==> config.mk <==
export PLATFORM = sky130hd
export DESIGN_NAME = button_event_fsm
export DESIGN_NICKNAME = d
export VERILOG_FILES = /design/src/rtl/button_event_fsm.sv
export SDC_FILE = /design/constraint.sdc
export NUM_CORES = 1
export LEC_CHECK = 0
export CAP_MARGIN = 20
export CORE_ASPECT_RATIO = 0.6
export CORE_UTILIZATION = 30
export CTS_CLUSTER_SIZE = 24
export DETAILED_ROUTE_END_ITERATION = 8
export PLACE_DENSITY = 0.47
export SLEW_MARGIN = 40
export SYNTH_ARGS = -nofsm -noshare
export SYNTH_HDL_FRONTEND = slang
export SYNTH_SLANG_ARGS = --single-unit
==> constraint.sdc <==
create_clock -name clk -period 5.91 [get_ports clk]
set_input_delay 0.8865 -clock clk [delete_from_list [all_inputs] [get_ports clk]]
set_output_delay 0.8865 -clock clk [all_outputs]
set_load 0.02 [all_outputs]
==> src/rtl/button_event_fsm.sv <==
// Button event decoder: turns a debounced button level into press/release,
// long-press and auto-repeat pulses plus a running press count.
module button_event_fsm #(
   parameter int LONG_CYCLES   = 50_000_000,
   parameter int REPEAT_CYCLES = 10_000_000,
   parameter int CNT_W         = 27
) (
   input  logic       clk,
   input  logic       rst,
   input  logic       in,
   output logic       press,
   output logic       rel,
   output logic       long_press,
   output logic       rpt,
   output logic       held,
   output logic [7:0] press_cnt
);

   localparam logic [CNT_W-1:0] LONG_LAST = CNT_W'(LONG_CYCLES - 1);
   localparam logic [CNT_W-1:0] RPT_LAST  = CNT_W'(REPEAT_CYCLES - 1);

   typedef enum logic [1:0] {
      IDLE    = 2'd0,
      PRESSED = 2'd1,
      LONG    = 2'd2
   } state_t;

   state_t           state;
   logic [CNT_W-1:0] hold_cnt;
   logic [CNT_W-1:0] rpt_cnt;

   always_ff @(posedge clk or posedge rst) begin
      if (rst) begin
         state      <= IDLE;
         hold_cnt   <= '0;
         rpt_cnt    <= '0;
         press      <= 1'b0;
         rel        <= 1'b0;
         long_press <= 1'b0;
         rpt        <= 1'b0;
         held       <= 1'b0;
         press_cnt  <= 8'd0;
      end else begin
         press      <= 1'b0;
         rel        <= 1'b0;
         long_press <= 1'b0;
         rpt        <= 1'b0;
         case (state)
            IDLE: begin
               if (in) begin
                  state     <= PRESSED;
                  press     <= 1'b1;
                  held      <= 1'b1;
                  hold_cnt  <= '0;
                  press_cnt <= press_cnt + 8'd1;
               end
            end
            // release is checked first so it always beats a threshold hit
            PRESSED: begin
               if (!in) begin
                  state    <= IDLE;
                  rel      <= 1'b1;
                  held     <= 1'b0;
                  hold_cnt <= '0;
                  rpt_cnt  <= '0;
               end else if (hold_cnt == LONG_LAST) begin
                  state      <= LONG;
                  long_press <= 1'b1;
                  hold_cnt   <= '0;
                  rpt_cnt    <= '0;
               end else begin
                  hold_cnt <= hold_cnt + 1'b1;
               end
            end
            LONG: begin
               if (!in) begin
                  state    <= IDLE;
                  rel      <= 1'b1;
                  held     <= 1'b0;
                  hold_cnt <= '0;
                  rpt_cnt  <= '0;
               end else if (rpt_cnt == RPT_LAST) begin
                  rpt     <= 1'b1;
                  rpt_cnt <= '0;
               end else begin
                  rpt_cnt <= rpt_cnt + 1'b1;
               end
            end
            default: begin
               state    <= IDLE;
               held     <= 1'b0;
               hold_cnt <= '0;
               rpt_cnt  <= '0;
            end
         endcase
      end
   end

endmodule

### Word-level counts from Yosys, hierarchy flattened

Cells that the tools add are included.

| word-level totals | value |
|---|---|
| bits in registers | 69 |
| output and inout bits | 13 |

| cells by class | value |
|---|---|
| add/subtract/negate cells | 3 |
| equality and inequality tests | 8 |
| mux-type cells | 28 |
| bitwise operators | 1 |
| reductions and logical operators | 7 |

Operators with widths:

| cell | number |
|---|---|
| 27-bit two-way mux | 8 |
| 27-bit one-hot mux with 3 select lines | 2 |
| 27-bit by 1-bit adder with 27-bit output, second input constant | 2 |
| 27-bit by 24-bit equality test with 1-bit output, second input constant | 1 |
| 27-bit by 26-bit equality test with 1-bit output, second input constant | 1 |
| 1-bit two-way mux | 12 |
| 8-bit by 1-bit adder with 8-bit output, second input constant | 1 |
| 2-bit two-way mux | 4 |
| 2-bit AND reduction | 4 |
| 2-bit != test, second input constant | 3 |
| 2-bit one-hot mux with 3 select lines | 1 |
| 3-bit != test, second input constant | 1 |
| 3-bit AND reduction | 1 |
| 2-bit by 1-bit equality test with 1-bit output, second input constant | 1 |
| 2-bit equality test, second input constant | 1 |
| 2-bit zero test | 1 |
| 1-bit one-hot mux with 2 select lines | 1 |
| 2-bit OR reduction | 1 |
| 1-bit inverter | 1 |

### Logic depth before layout (Yosys ltp)

| depth | value |
|---|---|
| word-level depth | 4 |
| depth in mapped cells | 8 |
| depth with buffers taken out | 7 |

### Least setup slack after synthesis

No wires, ideal clock.

| timing path | value |
|---|---|
| kind | input -> register |
| start | input in |
| end | register hold_cnt[25] |
| setup time | 0.121 ns |
| arrival | 2.539 ns |
| path slack | 3.250 ns |
| stages | 6 |
| buffers on the path | 1 |
| path through | mux2_2 > or4_1 > clkbuf_1 > nor3_1 > mux2i_1 > nor3_1 |

| between the ends | value |
|---|---|
| cells in the longest elaborated chain, start to end | 2 |
| elaborated cells on any way between the ends | 5 |
| those cells by class | 2 x eq/ne; 2 x mux; 1 x reduce/logical |

Ends and longest elaborated chain:

| what | line | source |
|---|---|---|
| start: declaration | 10 | `input logic in,` |
| 27-bit two-way mux or 2-bit != test (tied branches) | -- |  |
| 27-bit one-hot mux with 3 select lines or 2-bit AND reduction (tied branches) | -- |  |
| end signal: assignment | 72 | `hold_cnt <= hold_cnt + 1'b1;` |
| end: declaration | 29 | `logic [CNT_W-1:0] hold_cnt;` |

Several ways; a longest one is shown, not always the timed one.
A chain may end at the register's enable or synchronous reset.

### Final worst setup path

| timing path | value |
|---|---|
| start | input in |
| end | register hold_cnt[22] |

Same word-level chain as after synthesis.

==> impl_metrics.ini <==
[final_layout]
fin_util = 0.358
final_common_cell = dfrtp_1
drive_above_1_share = 0.0773
syn_to_final_growth_pct = 16.1
final_cell_mix = dfrtp_1 (69), o21ai_0 (35), nor2_1 (35)
fin_nets = 418
antenna_cells = 0

[hold_path]
hold_path_class = flip-flop to flip-flop
hold_depth = 1

[worst_setup_path]
required_ns = 6.12
crit_cells = 6
worst-endpoint-arrival_ns = 3.54
critPathCaptureType = flip-flop
slowest_stage = clkdlybuf4s50_1
crit_buf_inv = 1
path_cells = clkdlybuf4s50_1 -> mux2i_1 -> nand3_1 -> nor4_1 -> xnor2_1 -> nor2_1
crit_path_max_incr_delay_ns = 0.75
crit_fanout = 11
worstSetupPathType = input port to flip-flop
critPathTopFamily = simple AND/OR/NAND/NOR gates
start_kind = input port
r2r.worst_path.cells = 6

[power_and_ir_drop]
power_density_nw_per_um2 = 318
peakVddDrop_mv = 0.169
power_mw = 1.37
power.leakage_nw = 1.71

[drt]
wl_mm = 9.11
drt-initial-drc-count = 216
vias_per_cell = 5.20
first_pass_iters = 4
drc = 0
vias = 3008
wl_per_cell_um = 15.7
ant_nets = 0

[synth]
synth_area_sq_um = 3730
synth_top_area_share = 0.463
async_flop_share = 1.00
yosys_warnings = 0
synth_area_leaders = dfrtp_1 (46%), xnor2_1 (5.4%), o21ai_0 (4.7%), nor2_1 (3.6%), nand2_1 (3.0%)
syn-num-nets = 403
syn-instance-count = 394
synth_edf_count = 0
synth_flop_cell = dfrtp_1
yosysTopAreaCell = dfrtp_1
avgSynthCellArea_sq_um = 9.46
synth_seq_cells = 69
synth_cell_type_count = 44
ys_seq_area_frac = 0.463

[timing]
finalSetupViolCount = 0
tns_ns = 0
period_needed_ns = 3.33
fin_hold_ws_ns = 0.472
worst_pin_slew_ns = 0.757
slew_violations = 0
rsz0062_at_grt = false
period_share = 0.564
max_clock_freq_mhz = 300
fin_skew_ns = 0.00722
hold_viol = 0
slew-limit-headroom = 0.481

[flow_run]
cap_violations = 0

[clock_tree]
post-cts-setup-buffer-count = 0
clkLatencyLatePin_ns = 0.34
tritoncts.num_buffers = 9
cts_tree = done
clock_path_buffers = 2
cts_num_sinks = 69
cts_resized = 0
root_buffer = clkbuf_16
htreeDepth = 3
clk_pin_slew_ns = 0.06
cts_hold_buf = 0

[global_route]
grt_pass1_vias = 2668
grt_pass1_wl_mm = 14.9
grt_use_met1 = 0.242
grt.met3_usage = 0.0407
grt_util_met2 = 0.183
grt_start_max_net_pins = 70
grtUsageTotal = 0.150
busiest_layer = met1
overflow = 0
antenna_found_initial = 0

[run_status]
outcome = complete, no violations

[place]
gp_congestion = 0.779
port_buffers = 15
hpwlAfterDp_mm = 6.16

[floorplanning]
start_util = 0.309
die_h_um = 88.3
rows = 31
dieArea_sq_um = 12900
die_w_um = 146
ios = 16
coreArea_sq_um = 12100
-- layer usage --
layer	vias to the layer above	wire length (um)
li1	1463	-
met1	1476	5320
met2	60	3330
met3	9	368
met4	0	89
met5	-	0
-- synthesized netlist by cell type, types with 7 or more instances --
cell type   n
a22o_1     12
and3_1     15
and4_1      7
clkbuf_1    9
dfrtp_1    69
inv_1      13
nand2_1    30
nand3_1    20
nand4_1    11
nor2_1     36
nor2b_1    10
nor3_1     16
nor4_1     13
o21ai_0    35
xnor2_1    23
-- stage by stage --
stage | instances | setup slack (ns) | cell area (sq um)
after global routing | 579 | 2.37 | 4320
after detailed placement | 563 | 2.23 | 4040
after floorplan | 394 | 3.25 | 3730
final | 579 | 2.58 | 4320
after CTS | 579 | 2.58 | 4320
after global placement | 563 | 2.26 | 4030
-- registers in the layout (all words and copies together) (netlist names) --
signal,count
held,1
hold_cnt,27
long_press,1
press,1
press_cnt,8
rel,1
rpt,1
rpt_cnt,27
state,2
-- layout make-up --
type	count	area [sq um]
multi-input cells	298	1890
clock buffers	10	239
flip-flops and latches	69	1730
well taps	165	206
inverters	13	48.8
clock inverters	6	38.8
repair buffers	18	176
fillers	1199	7740
-- where the power goes --
| part | internal, mW | switching, mW | leakage (nW) |
|---|---|---|---|
| Combinational | 0.122 | 0.198 | 0.630 |
| Sequential | 0.508 | 0.0349 | 0.948 |
| Clock | 0.294 | 0.217 | 0.134 |
| Total | 0.924 | 0.450 | 1.71 |
-- worst paths after layout --
path / endpoint / start / slack [ns]
worst max-delay path: hold_cnt[22] / in / 2.58
worst min-delay path: press_cnt[7] / press_cnt[7] / 0.47
worst max register to register: rpt_cnt[12] / rpt_cnt[14] / 3.12
worst min register to register: press_cnt[7] / press_cnt[7] / 0.47
max in group asynchronous: rpt_cnt[15] / rst / 4.41
min in group asynchronous: rpt_cnt[7] / rst / 1.04
-- cell families after synthesis --
group	Yosys count	synth area share
AND/OR/NAND/NOR	188	0.276
AO/OA/AOI/OAI	72	0.129
flip-flops	69	0.463
buffers and inverters	27	0.0322
XOR/XNOR	26	0.0611
multiplexers	6	0.0175
adder cells (fa/ha/maj)	6	0.0201
Power figures use the tool's default switching activity.
